`src/rtl/doorlock_ctrl_p_if.sv`:
```
// Keypad-to-lock PIN handoff.
//   pin_valid : 1-cycle strobe, pin_in holds a complete PIN
//   pin_in    : entered PIN, digit1 in the MSBs
// master = keypad front end (driver), slave = lock controller (receiver).
interface doorlock_ctrl_p_if #(
    parameter int N_DIGITS = 4
);
    logic                  pin_valid;
    logic [4*N_DIGITS-1:0] pin_in;

    modport master (output pin_valid, output pin_in);
    modport slave  (input  pin_valid, input  pin_in);
endinterface

```
`src/rtl/doorlock_ctrl_p.sv`:
```
// Door-lock sequencing FSM. Checks keypad PINs against a master PIN and a
// table of user PINs. Adds an escalating lockout after wrong PINs, an alarm
// state (fail limit or forced door) and auto-relock / door-open buzzer timers
// driven by an internal ms prescaler.
// Ports:
//   clk, rst               clock, synchronous active-high reset
//   sensor_de_contato      1 = door closed
//   botao_interno          inside lock/unlock button (level)
//   keypad                 PIN strobe + value (doorlock_ctrl_p_if.slave)
//   master_pin, user_pins  PIN table, user slot 0 in the LSBs
//   user_en                per-slot enable
//   bip_en, bip_time       door-open buzzer enable and delay (ms)
//   lock_time              auto-relock delay (ms), 0 = off
//   setup_end              setup block finished
//   tranca, bip, alarm     bolt, buzzer, alarm indicator
//   setup_on, bcd_enable   setup block active, keypad display enable
//   fail_cnt, user_id      consecutive fails, last matched slot+1 (0 = none)
//
// state    | meaning
// INIT     | after reset, waits for door closed
// LOCKED   | bolt engaged, accepting PINs
// CHECK    | one cycle: compare latched PIN
// WAIT     | lockout after a wrong PIN, PINs ignored
// UNLOCKED | bolt released, door still closed
// OPEN     | door open, buzzer after bip_time
// SETUP    | setup block owns the keypad
// ALARM    | fail limit or forced door; master PIN only
module doorlock_ctrl_p #(
    parameter int N_USERS      = 4,
    parameter int N_DIGITS     = 4,
    parameter int TICKS_PER_MS = 1,
    parameter int TIME_W       = 16,
    parameter int MAX_FAIL     = 5,
    parameter int WAIT_BASE_MS = 1000,
    parameter int WAIT_MAX_MS  = 30000
) (
    input  logic                            clk,
    input  logic                            rst,
    input  logic                            sensor_de_contato,
    input  logic                            botao_interno,
    doorlock_ctrl_p_if.slave                keypad,
    input  logic [4*N_DIGITS-1:0]           master_pin,
    input  logic [4*N_DIGITS*N_USERS-1:0]   user_pins,
    input  logic [N_USERS-1:0]              user_en,
    input  logic                            bip_en,
    input  logic [TIME_W-1:0]               bip_time,
    input  logic [TIME_W-1:0]               lock_time,
    input  logic                            setup_end,
    output logic                            tranca,
    output logic                            bip,
    output logic                            alarm,
    output logic                            setup_on,
    output logic                            bcd_enable,
    output logic [$clog2(MAX_FAIL+1)-1:0]   fail_cnt,
    output logic [3:0]                      user_id
);
    localparam int W  = 4 * N_DIGITS;
    localparam int FW = $clog2(MAX_FAIL + 1);
    localparam int WW = TIME_W + MAX_FAIL;
    localparam int PW = (TICKS_PER_MS > 1) ? $clog2(TICKS_PER_MS) : 1;

    typedef enum logic [2:0] {
        S_INIT, S_LOCKED, S_CHECK, S_WAIT, S_UNLOCKED, S_OPEN, S_SETUP, S_ALARM
    } state_t;

    state_t            state, state_next;
    logic [PW-1:0]     presc;
    logic              ms_tick;
    logic [TIME_W-1:0] timer;
    logic [TIME_W-1:0] wait_ms;
    logic [W-1:0]      pin_reg;

    logic              master_hit, user_hit, alarm_clear;
    logic [3:0]        user_idx;
    logic [FW-1:0]     fail_new;
    logic [WW-1:0]     wait_wide;
    logic [TIME_W-1:0] wait_calc;

    assign ms_tick = (presc == PW'(TICKS_PER_MS - 1));

    always_comb begin
        state_next  = state;
        tranca      = 1'b0;
        bip         = 1'b0;
        alarm       = 1'b0;
        setup_on    = 1'b0;
        bcd_enable  = 1'b0;
        master_hit  = (pin_reg == master_pin);
        alarm_clear = keypad.pin_valid && (keypad.pin_in == master_pin);
        user_hit    = 1'b0;
        user_idx    = '0;
        // Scan downward so the lowest matching slot wins.
        for (int k = N_USERS - 1; k >= 0; k--) begin
            if (user_en[k] && (user_pins[k*W +: W] == pin_reg)) begin
                user_hit = 1'b1;
                user_idx = 4'(k);
            end
        end
        fail_new  = (fail_cnt == FW'(MAX_FAIL)) ? fail_cnt : fail_cnt + 1'b1;
        // Wide shift so large fail counts saturate instead of wrapping.
        wait_wide = WW'(WAIT_BASE_MS) << (fail_new - 1'b1);
        wait_calc = (wait_wide > WW'(WAIT_MAX_MS)) ? TIME_W'(WAIT_MAX_MS)
                                                   : wait_wide[TIME_W-1:0];

        case (state)
            S_INIT: begin
                if (sensor_de_contato) state_next = S_LOCKED;
            end
            S_LOCKED: begin
                tranca     = 1'b1;
                bcd_enable = 1'b1;
                if (botao_interno)          state_next = S_UNLOCKED;
                else if (!sensor_de_contato) state_next = S_ALARM;
                else if (keypad.pin_valid)  state_next = S_CHECK;
            end
            S_CHECK: begin
                tranca     = 1'b1;
                bcd_enable = 1'b1;
                if (master_hit)                  state_next = S_SETUP;
                else if (user_hit)               state_next = S_UNLOCKED;
                else if (fail_new >= FW'(MAX_FAIL)) state_next = S_ALARM;
                else                             state_next = S_WAIT;
            end
            S_WAIT: begin
                tranca     = 1'b1;
                bcd_enable = 1'b1;
                if (botao_interno)        state_next = S_UNLOCKED;
                else if (timer == wait_ms) state_next = S_LOCKED;
            end
            S_UNLOCKED: begin
                if (!sensor_de_contato) state_next = S_OPEN;
                else if (botao_interno ||
                         ((lock_time != '0) && (timer >= lock_time)))
                    state_next = S_LOCKED;
            end
            S_OPEN: begin
                bip = bip_en && (timer >= bip_time);
                if (sensor_de_contato) state_next = S_UNLOCKED;
            end
            S_SETUP: begin
                setup_on = 1'b1;
                tranca   = 1'b1;
                if (setup_end) state_next = S_LOCKED;
            end
            S_ALARM: begin
                alarm      = 1'b1;
                bip        = 1'b1;
                tranca     = 1'b1;
                bcd_enable = 1'b1;
                if (alarm_clear) state_next = S_LOCKED;
            end
            default: state_next = S_INIT;
        endcase
    end

    always_ff @(posedge clk) begin
        if (rst) begin
            state    <= S_INIT;
            presc    <= '0;
            timer    <= '0;
            wait_ms  <= '0;
            pin_reg  <= '0;
            fail_cnt <= '0;
            user_id  <= '0;
        end else begin
            state <= state_next;
            presc <= ms_tick ? '0 : presc + 1'b1;
            if (state_next != state)
                timer <= '0;
            else if (ms_tick && (timer != '1))
                timer <= timer + 1'b1;
            if (state == S_LOCKED && state_next == S_CHECK)
                pin_reg <= keypad.pin_in;
            case (state)
                S_CHECK: begin
                    if (master_hit) begin
                        fail_cnt <= '0;
                    end else if (user_hit) begin
                        fail_cnt <= '0;
                        user_id  <= user_idx + 4'd1;
                    end else begin
                        fail_cnt <= fail_new;
                        wait_ms  <= wait_calc;
                    end
                end
                S_UNLOCKED: fail_cnt <= '0;
                S_ALARM:    if (alarm_clear) fail_cnt <= '0;
                default: ;
            endcase
        end
    end
endmodule

```
`src/flat_wrapper.sv`:
```
// flat-port wrapper written by rule: the top's interface ports become plain ports
module doorlock_ctrl_p_flat 
#(
    parameter int N_USERS      = 4,
    parameter int N_DIGITS     = 4,
    parameter int TICKS_PER_MS = 1,
    parameter int TIME_W       = 16,
    parameter int MAX_FAIL     = 5,
    parameter int WAIT_BASE_MS = 1000,
    parameter int WAIT_MAX_MS  = 30000
)
  (clk, rst, sensor_de_contato, botao_interno, master_pin, user_pins, user_en, bip_en, bip_time, lock_time, setup_end, tranca, bip, alarm, setup_on, bcd_enable, fail_cnt, user_id, keypad_pin_valid, keypad_pin_in);
  doorlock_ctrl_p_if #(.N_DIGITS(N_DIGITS)) keypad_i ();
  input  logic clk;
  input  logic rst;
  input  logic sensor_de_contato;
  input  logic botao_interno;
  input  logic [4*N_DIGITS-1:0] master_pin;
  input  logic [4*N_DIGITS*N_USERS-1:0] user_pins;
  input  logic [N_USERS-1:0] user_en;
  input  logic bip_en;
  input  logic [TIME_W-1:0] bip_time;
  input  logic [TIME_W-1:0] lock_time;
  input  logic setup_end;
  output logic tranca;
  output logic bip;
  output logic alarm;
  output logic setup_on;
  output logic bcd_enable;
  output logic [$clog2(MAX_FAIL+1)-1:0] fail_cnt;
  output logic [3:0] user_id;
  input wire logic [$bits(keypad_i.pin_valid)-1:0] keypad_pin_valid;
  input wire logic [$bits(keypad_i.pin_in)-1:0] keypad_pin_in;
  assign keypad_i.pin_valid = keypad_pin_valid;
  assign keypad_i.pin_in = keypad_pin_in;
  doorlock_ctrl_p #(.N_USERS(N_USERS), .N_DIGITS(N_DIGITS), .TICKS_PER_MS(TICKS_PER_MS), .TIME_W(TIME_W), .MAX_FAIL(MAX_FAIL), .WAIT_BASE_MS(WAIT_BASE_MS), .WAIT_MAX_MS(WAIT_MAX_MS)) u_core (.clk(clk), .rst(rst), .sensor_de_contato(sensor_de_contato), .botao_interno(botao_interno), .keypad(keypad_i), .master_pin(master_pin), .user_pins(user_pins), .user_en(user_en), .bip_en(bip_en), .bip_time(bip_time), .lock_time(lock_time), .setup_end(setup_end), .tranca(tranca), .bip(bip), .alarm(alarm), .setup_on(setup_on), .bcd_enable(bcd_enable), .fail_cnt(fail_cnt), .user_id(user_id));
endmodule
```
`config.mk`:
```
export PLATFORM = sky130hd
export DESIGN_NAME = doorlock_ctrl_p_flat
export DESIGN_NICKNAME = d
export VERILOG_FILES = /design/src/rtl/doorlock_ctrl_p_if.sv /design/src/rtl/doorlock_ctrl_p.sv /design/src/flat_wrapper.sv
export SDC_FILE = /design/constraint.sdc
export NUM_CORES = 1
export LEC_CHECK = 0
export CORE_MARGIN = 2
export CORE_UTILIZATION = 47
export DETAILED_ROUTE_END_ITERATION = 10
export GPL_ROUTABILITY_DRIVEN = 0
export PLACE_DENSITY = 0.89
export SLEW_MARGIN = 20
export SYNTH_ARGS = -nofsm -noshare
export SYNTH_HDL_FRONTEND = slang
export SYNTH_SLANG_ARGS = --single-unit
```
`constraint.sdc`:
```
create_clock -name clk -period 5.25 [get_ports clk]
set_input_delay 1.575 -clock clk [delete_from_list [all_inputs] [get_ports clk]]
set_output_delay 1.575 -clock clk [all_outputs]
set_load 0.005 [all_outputs]
```
== After elaboration in Yosys (flattened, before gate mapping) ==
Cells that the tools add are included.
Widths: inputs -> output; s select.
Word-level totals
  flip-flop bits (word level): 59
  bits in latches: 0
  bits in writable memories: 0
  ROM bits: 0
  input port bits: 139
  output and inout port bits: 12
  logic and storage cells: 93
  memories kept: 0
Operators by class
  add/sub/neg operators: 5
  multipliers: 0
  divide/modulo/power cells: 0
  $lt $le $gt $ge: 4
  eq/ne operators: 19
  shift operators: 1
  muxes and demuxes: 34
  bitwise gates (word level): 3
  reductions and logical operators: 20
Operators with widths (number)
  $eq 16x16->1: 7
  $mux 3: 18
  $ge 16x16->1: 2
  $pmux 3 s8: 1
  $gt 21x15->1 const B: 1
  $shl 10x3->21 const A: 1
  $add 16x1->16 const B: 1
  $mux 16: 1
  $ne 16x16->1 const B: 1
  $reduce_bool 16->1: 1
  $eq 3x3->1 const B: 5
  $eq 3x2->1 const B: 3
  $logic_and 1x1->1: 9
  $pmux 3 s3: 1
  $mux 1: 8
  $mux 2: 4
  $reduce_and 3->1: 2
  $reduce_or 5->1: 1
  $reduce_or 2->1: 2
  $reduce_or 4->1: 1
  $add 2x1->3 const B: 1
  $add 3x1->3 const B: 1
  $eq 3x1->1 const B: 1
  $ge 3x3->1 const B: 1
  10 further kinds: 12

== Logic depth before layout (Yosys ltp) ==
Gate-level depths: netlist (run 1).
  word-level depth: 11
  depth in mapped cells: 12

== Least setup slack after synthesis (run 1) ==
Ideal clock, no wire load.
  path kind: in2out
  from: input port bip_time[0]
  to: output port bip
  arrival: 2.704 ns
  setup slack: 0.971 ns
  stages: 8
  buffers on the path: 0
  cell sequence: ha_1 -> nand2b_1 -> a21oi_1 -> nor2b_1 -> o21ai_0 -> a21oi_1 -> o41ai_1 -> a221oi_1
Between the ends
  longest elaborated chain between the ends: 3
Ends and longest elaborated chain
  start, declared: RTL line flat_wrapper.sv:22  | input logic [TIME_W-1:0] bip_time;
  $ge 16x16->1: RTL line doorlock_ctrl_p.sv:137  | bip = bip_en && (timer >= bip_time);
  $logic_and 1x1->1: RTL line doorlock_ctrl_p.sv:137
  $pmux 1 s2: RTL line doorlock_ctrl_p.sv:105  | case (state)
  end, declared: RTL line flat_wrapper.sv:26  | output logic bip;
Every way passes these cells.

== Final worst setup path (run 1) ==
Same ends and word-level chain as after synthesis.

==> results of run 1 <==
[path summary, 6_finish.rpt]
check                                   endpoint  slack, ns  depth (start not counted)                           start
hold reg to reg   u_core.wait_ms[9]$_SDFFE_PP0P_       0.49                          2  u_core.wait_ms[9]$_SDFFE_PP0P_
setup reg to reg    u_core.timer[8]$_SDFFE_PP0P_       2.11                          6      u_core.state[1]$_SDFF_PP0_
setup / recovery                             bip       0.16                         10                     bip_time[0]
hold / removal    u_core.wait_ms[9]$_SDFFE_PP0P_       0.49                          2  u_core.wait_ms[9]$_SDFFE_PP0P_
[kinds of logic (layout without fill, tap and decap cells)]
family	count (synthesis)	in the layout
other cells	1	2
xor+xnor	123	123
mux	25	25
buf+inv	77	207
compound gates	76	76
simple gates	195	195
fa+ha+maj	45	45
flops	55	55
[placed cells by master (no fill, tap or decap), drive strengths merged, types with 16 or more instances in the layout]
cell	Yosys	layout
dfxtp	55	55
nand4	16	16
nand2	26	26
nor3	27	27
inv	44	44
xor2	81	81
a21oi	24	24
xnor2	42	42
nor4	24	24
nor2	47	47
ha	44	44
mux2i	24	24
clkdlybuf4s50	0	148
[stage by stage]
step                std cells  hold slack [ns]  area, µm²  total power, mW
detailed placement        860           0.4774       6600           0.9703
finish                    868           0.4933       6730            1.266
CTS                       868           0.4945       6730            1.262
global placement          860           0.4710       6600           0.9467
global route              868           0.5215       6730            1.326
floorplan                 598           0.4571       5137           0.8030
[area by class of cell]
class	count	area, µm²
clock buffers	6	82.58
clock inverters	2	35.03
fillers	875	4015
inverters	45	168.9
multi-input cells	466	3640
flip-flops and latches	55	1101
well taps	140	175.2
repair buffers	154	1528
[cells in the mapped netlist (5+ instances only)]
cell type / instances
o21ai_0: 11
nor2b_1: 8
buf_2: 8
buf_4: 11
clkbuf_1: 6
a21oi_1: 24
nand3_1: 13
nor3_2: 10
dfxtp_1: 55
mux2i_1: 24
nor2_1: 47
and3_1: 5
a211oi_1: 5
nor4_1: 23
nand4_1: 16
xnor2_1: 42
nand2b_1: 8
inv_1: 43
xor2_1: 81
nand2_1: 26
buf_6: 5
ha_1: 44
nor3_1: 16
[where the power goes]
group          total, mW  switching [mW]  internal (mW)
clock              0.298           0.143          0.155
sequential         0.497          0.0553          0.442
combinational      0.471           0.219          0.252
total               1.27           0.418          0.848
[critical path, cell delays in order]
cell	delay (ns)
clkdlybuf4s50_1	0.41
ha_1	0.28
nand2b_1	0.14
a21oi_1	0.15
nor2b_1	0.06
o21ai_1	0.13
a21oi_1	0.11
o41ai_2	0.24
a221oi_2	0.13
dlygate4sd2_1	0.29
[repair_timing]
item	in CTS	in global routing
hold buffers	0	0
setup endpoints to repair	1	1
resized for setup	3	1
pin swaps	1	0
[metal layers]
| metal | wire (µm) | track usage [%] |
|---|---|---|
| met1 | 5723 | 28.19 |
| met2 | 7346 | 43.75 |
| met3 | 1053 | 5.787 |
| met4 | 508 | 8.883 |
| met5 | 0 | 0 |
==> metrics.md, run 1 <==
| Metric | Value |
|---|---|
| Run status | finished, final reports clean |
| CTS Root Cell | clkbuf_8 |
| Routed WL | 14.63 mm |
| Htree depth | 2 |
| Post-synthesis cell type count | 70 |
| Post-synthesis compound-gate area fraction | 11.75% |
| Post-synth EDFFs | 0 |
| Startpoint Class | primary input |
| Row Count | 38 |
| # DRC | 0 |
| Fraction of layout cells with a size suffix above 1 | approximately 6.2% |
| Setup tns final | 0 ns |
| Routed wire per std cell | approximately 17 µm |
| Final core occ | 62.63% |
| Worst Hold Class | register to register |
| Yosys top cell area share | around 21% |
| Pre-Repair DR Iteration Count | 4 |
| Initial antenna violation count | 0 |
| Fmax | roughly 0.20 GHz |
| Fin worst setup slack | 0.1580 ns |
| Crit Path Max Fanout | 1 |
| CTS max path bufs | 2 |
| Initial core utilization | a little under half |
| Clock Pin Slew Worst Setup and Hold Paths | 0.11 ns |
| Cell Pwr Density | between 150 and 200 nW/µm² |
| Total GRT Usage | between 20% and 30% |
| CTS sink cnt | 55 |
| Final worst path period need | about 5.1 ns |
| Synth Cell Area | ~5100 µm² |
| Total gr overflow | 0 |
| First-pass GRT wire length | 22.95 mm |
| PortBufs | between 100 and 150 |
| Ant diodes | 0 |
| Register area share after synthesis | a little over a fifth |
| Post-Synth Simple-Gate Area | 21.94% |
| Synthesized flop and latch total | between 50 and 60 |
| Skew-Pair Late Insertion Delay | slightly above 0.3 ns |
| Layout Skew | 0.01173 ns |
| Worst Tran Pin Value | ~0.96 ns |
| Final hold vios | 0 |
| Top_reg_cell synth | dfxtp_1 |
| # Max-Cap Violations | 0 |
| Syn Inst Count | 597 |
| Pre-CTS setup slack | -0.1566 ns |
| Synth warn | 0 |
| Main combinational cell family by area after synthesis | simple AND/OR/NAND/NOR gates |
| I/O pins | ~150 |
| Setup crit end kind | output port |
| Worst Path Required | 3.68 ns |
| Die X | about 110 µm |
| Syn Area/Cell | around 8.6 µm² |
| Fin nets | 910 |
| Max VDD drop | between 0.0001 and 0.00015 V |
| Synthesis-to-finish area growth | 31.10% |
| DRT iter0 DRCs | 235 |
| Mux cell area share after synthesis | just under 5% |
| Die height | 108.5 µm |
| Post-Synth XOR/XNOR Area | between 20% and 30% |
| Post-synth top area cell | dfxtp_1 |
| RSZ-0062 raised after global routing | no |
| Critical path type | primary input to output port |
| Static leakage | 2.922 nW |
| TritonCTS clock tree | built |
| Final setup viols | 0 |
| Antenna viol nets, final | 0 |
| Largest net degree at the start of global routing | 35 |
| Synth area leaders | dfxtp_1, xor2_1, ha_1 |
| Cts bufs inserted | 5 |
| Period utilization | 96.99% |
| Async SR Flop Fraction | 0% |
| Die area | 11770 µm² |
| Rel. slew slack | 35.84% |
| Setup bufs post-CTS | 0 |
| Routed vias | 4820 |
| Max-slew violations | 0 |
| Vias in the first global route | roughly 4900 |
| Via density | 5.553 |
| CP arrival | ~3.5 ns |
| CORE AREA | about 11000 µm² |
| Dpl hpwl | roughly 12 mm |
| Post-Synth Adder-Cell Area | between 10% and 20% |
No activity file was read; power rests on OpenSTA's default activity.
==> inputs of run 2 (changes only) <==
--- a/config.mk
+++ b/config.mk
@@ -5,11 +5,13 @@
 export SDC_FILE = /design/constraint.sdc
 export NUM_CORES = 1
 export LEC_CHECK = 0
+export CAP_MARGIN = 20
 export CORE_MARGIN = 2
 export CORE_UTILIZATION = 47
 export DETAILED_ROUTE_END_ITERATION = 10
 export GPL_ROUTABILITY_DRIVEN = 0
 export PLACE_DENSITY = 0.89
+export SETUP_SLACK_MARGIN = 0.2
 export SLEW_MARGIN = 20
 export SYNTH_ARGS = -nofsm -noshare
 export SYNTH_HDL_FRONTEND = slang
==> run 2 against run 1 <==
  * Hold slack improved by 0.0011 ns
  * Fmax rose by 3.2%
  * Count of clock-buffer cells in the layout unchanged
  * Sequential cell count is the same
  * Combinational power grew 1%
  * Worst setup slack improved by 0.16 ns
  * Register-to-register slack lost 0.08 ns
  * Via count rose by 0.50%
  * Sequential power about the same
  * Cell count unchanged
  * Critical endpoint unchanged
  * Largest power group unchanged
  * Highest routed layer unchanged
==> metrics.md, run 2 (synthesis gave the netlist of run 1 again) <==
| Metric | Value |
|---|---|
| I/O pins | 151 (unchanged) |
| DRT iter0 DRCs | 231 (was 235) |
| Cts bufs inserted | 5 (unchanged) |
| WP buf/inv | 4 (was 2) |
| CTS Root Cell | clkbuf_8 (unchanged) |
| Filler cells | 865 (was 875) |
| RSZ-0062 raised after global routing | no (unchanged) |
| Sw frac | 33.00% (about the same) |
| CP max stage cell | clkdlybuf4s50_1 (unchanged) |
| Clk pwr share | 23.4% (was 23.5%) |
| Area after DPL | 6600 µm² (unchanged) |
| Routed wire per std cell | 16.97 µm (was 16.86 µm) |
| Pre-Repair DR Iteration Count | 4 (unchanged) |
| Vias in the first global route | 4945 (was 4929) |
| Share of power burned in registers | 39.1% (was 39.3%) |
| CORE AREA | 10750 µm² (unchanged) |
| PortBufs | 149 (unchanged) |
| Crit Path Max Fanout | 2 (was 1) |
| R2r worst-path depth | 6 (unchanged) |
| Most common cell after layout, fill and taps aside | clkdlybuf4s50_1 (unchanged) |
| Fin nets | 910 (unchanged) |
| Worst Tran Pin Value | 0.9636 ns (was 0.9594 ns) |
| Row Count | 38 (unchanged) |
| Non-Filler Instances | 868 (unchanged) |
| Crit path depth | 11 (was 10) |
| CTS sink cnt | 55 (unchanged) |
| Hold path startpoint | u_core.wait_ms[9]$_SDFFE_PP0P_ (unchanged) |
| Layout Skew | 0.01071 ns (was 0.01173 ns) |
| # DRC | 0 (unchanged) |
| Pre-CTS setup slack | -0.1566 ns (unchanged) |
| Max VDD drop | 0.0001335 V (about the same) |
| Static leakage | 2.944 nW (was 2.922 nW) |
| First-pass GRT wire length | 23.05 mm (was 22.95 mm) |
| Clock Pin Slew Worst Setup and Hold Paths | 0.10 ns (was 0.11 ns) |
| Synthesis-to-finish area growth | 32.05% (was 31.10%) |
| Initial antenna violation count | 0 (unchanged) |
| Routed WL | 14.73 mm (was 14.63 mm) |
| Critical path type | primary input to output port (unchanged) |
| Skew-Pair Late Insertion Delay | 0.31 ns (about the same) |
| Total GRT Usage | 24.55% (was 24.45%) |
| Initial core utilization | 47.78% (unchanged) |
| CTS max path bufs | 2 (unchanged) |
| Period utilization | 94.02% (was 96.99%) |
| TritonCTS clock tree | built (unchanged) |
| Antenna viol nets, final | 0 (unchanged) |
| Max-slew violations | 0 (unchanged) |
| Fraction of layout cells with a size suffix above 1 | 7.280% (was 6.181%) |
| Largest net degree at the start of global routing | 35 (unchanged) |
| Combinational share of power | 37.5% (was 37.2%) |
| Rel. slew slack | 35.55% (was 35.84%) |
| Worst Path Required | 3.68 ns (about the same) |
| Worst Hold Depth | 2 (unchanged) |
| Crit path largest cell delay | 0.46 ns (was 0.41 ns) |
| RR Startpoint | u_core.state[1]$_SDFF_PP0_ (unchanged) |
| Int Power | 0.8509 mW (was 0.8481 mW) |
| Cell family contributing the most delay on the critical path | buffers and inverters (was compound AO/OA/AOI/OAI gates) |
| Most frequent cells in the layout | clkdlybuf4s50_1, xor2_1, dfxtp_1 (unchanged) |
| Die area | 11770 µm² (unchanged) |
| Final instance area | 6779 µm² (was 6730 µm²) |
| Htree depth | 2 (unchanged) |
| CP arrival | 3.36 ns (was 3.52 ns) |
| Startpoint Class | primary input (unchanged) |
| Ant diodes | 0 (unchanged) |
| Dpl hpwl | 11.84 mm (unchanged) |
| Final hold vios | 0 (unchanged) |
| Inst Count DP | 860 (unchanged) |
| CTS Hold Buffers Added | 0 (unchanged) |
| Routed vias | 4844 (was 4820) |
| Setup tns final | 0 ns (unchanged) |
| Via density | 5.581 (was 5.553) |
| Crit path from | bip_time[9] (was bip_time[0]) |
| NetSw | 0.4191 mW (was 0.4177 mW) |
| Worst hold margin | 0.4944 ns (was 0.4933 ns) |
| Final setup viols | 0 (unchanged) |
| Final worst path period need | 4.936 ns (was 5.092 ns) |
| Fin worst setup slack | 0.3141 ns (was 0.1580 ns) |
| Fmax | 0.2026 GHz (was 0.1964 GHz) |
| Total gr overflow | 0 (unchanged) |
| # Max-Cap Violations | 0 (unchanged) |
| Die height | 108.5 µm (unchanged) |
| Setup crit end kind | output port (unchanged) |
| Cell Pwr Density | 187.4 nW/µm² (was 188.1 nW/µm²) |
| Worst Hold Class | register to register (unchanged) |
| Die X | 108.5 µm (unchanged) |
| Critical Path, Cell by Cell | clkdlybuf4s50_1, inv_1, ha_1, a21oi_1, nor2b_1, o21ai_0, nand2_1, nor4_2, buf_4, a221oi_4, buf_2 (was clkdlybuf4s50_1, ha_1, nand2b_1, a21oi_1, nor2b_1, o21ai_1, a21oi_1, o41ai_2, a221oi_2, dlygate4sd2_1) |
| Run status | finished, final reports clean (unchanged) |
[run 2: power groups by stage]
stage / sequential [mW] / combinational, mW / clock (mW)
floorplan: 0.464 / 0.339 / 0
global placement: 0.503 / 0.444 / 0
detailed placement: 0.505 / 0.465 / 0
CTS: 0.495 / 0.473 / 0.298
global route: 0.500 / 0.516 / 0.315
finish: 0.497 / 0.477 / 0.297
[run 2: cell type report]
cell class,instances,area (µm²),share of cell area [%]
Tap cell,140,175.2,2.584
Clock inverter,2,35.03,0.5168
Timing Repair Buffer,154,1523,22.46
Sequential cell,55,1101,16.24
Inverter,45,168.9,2.492
Clock buffer,6,82.58,1.218
Multi-Input combinational cell,466,3694,54.49
[run 2: what timing repair did]
action	CTS	global route
setup buffers	0	0
hold endpoints to repair	0	0
resized for setup	11	6
setup endpoints to repair	1	1
cloned	0	0
pin swaps	6	8
[run 2: metrics by stage]
stage,total power [mW],utilization (%)
2_1_floorplan,0.8030,-
4_1_cts,1.266,62.73
6_report,1.270,63.09
5_1_grt,1.332,63.09
3_3_place_gp,0.9467,61.42
3_5_place_dp,0.9703,61.42
[run 2: worst paths after layout]
check                                   endpoint  slack (ns)
hold / removal    u_core.wait_ms[9]$_SDFFE_PP0P_        0.49
setup / recovery                             bip        0.31
setup reg to reg    u_core.timer[8]$_SDFFE_PP0P_        2.03
hold reg to reg   u_core.wait_ms[9]$_SDFFE_PP0P_        0.49
[run 2: worst reg2reg max path, stage by stage (launching register included)]
cell,delay (ns)
dfxtp_1,0.60
clkinv_1,0.44
or4_4,0.65
nor3_4,0.75
nor4bb_4,0.10
buf_4,0.25
nor4_1,0.33
[run 2: metal layers]
metal	vias up	wire (µm)	GRT usage, %
li1	2322	-	-
met1	2272	5747	28.11
met2	198	7402	44.15
met3	52	1032	5.847
met4	0	546	8.883
met5	-	0	0
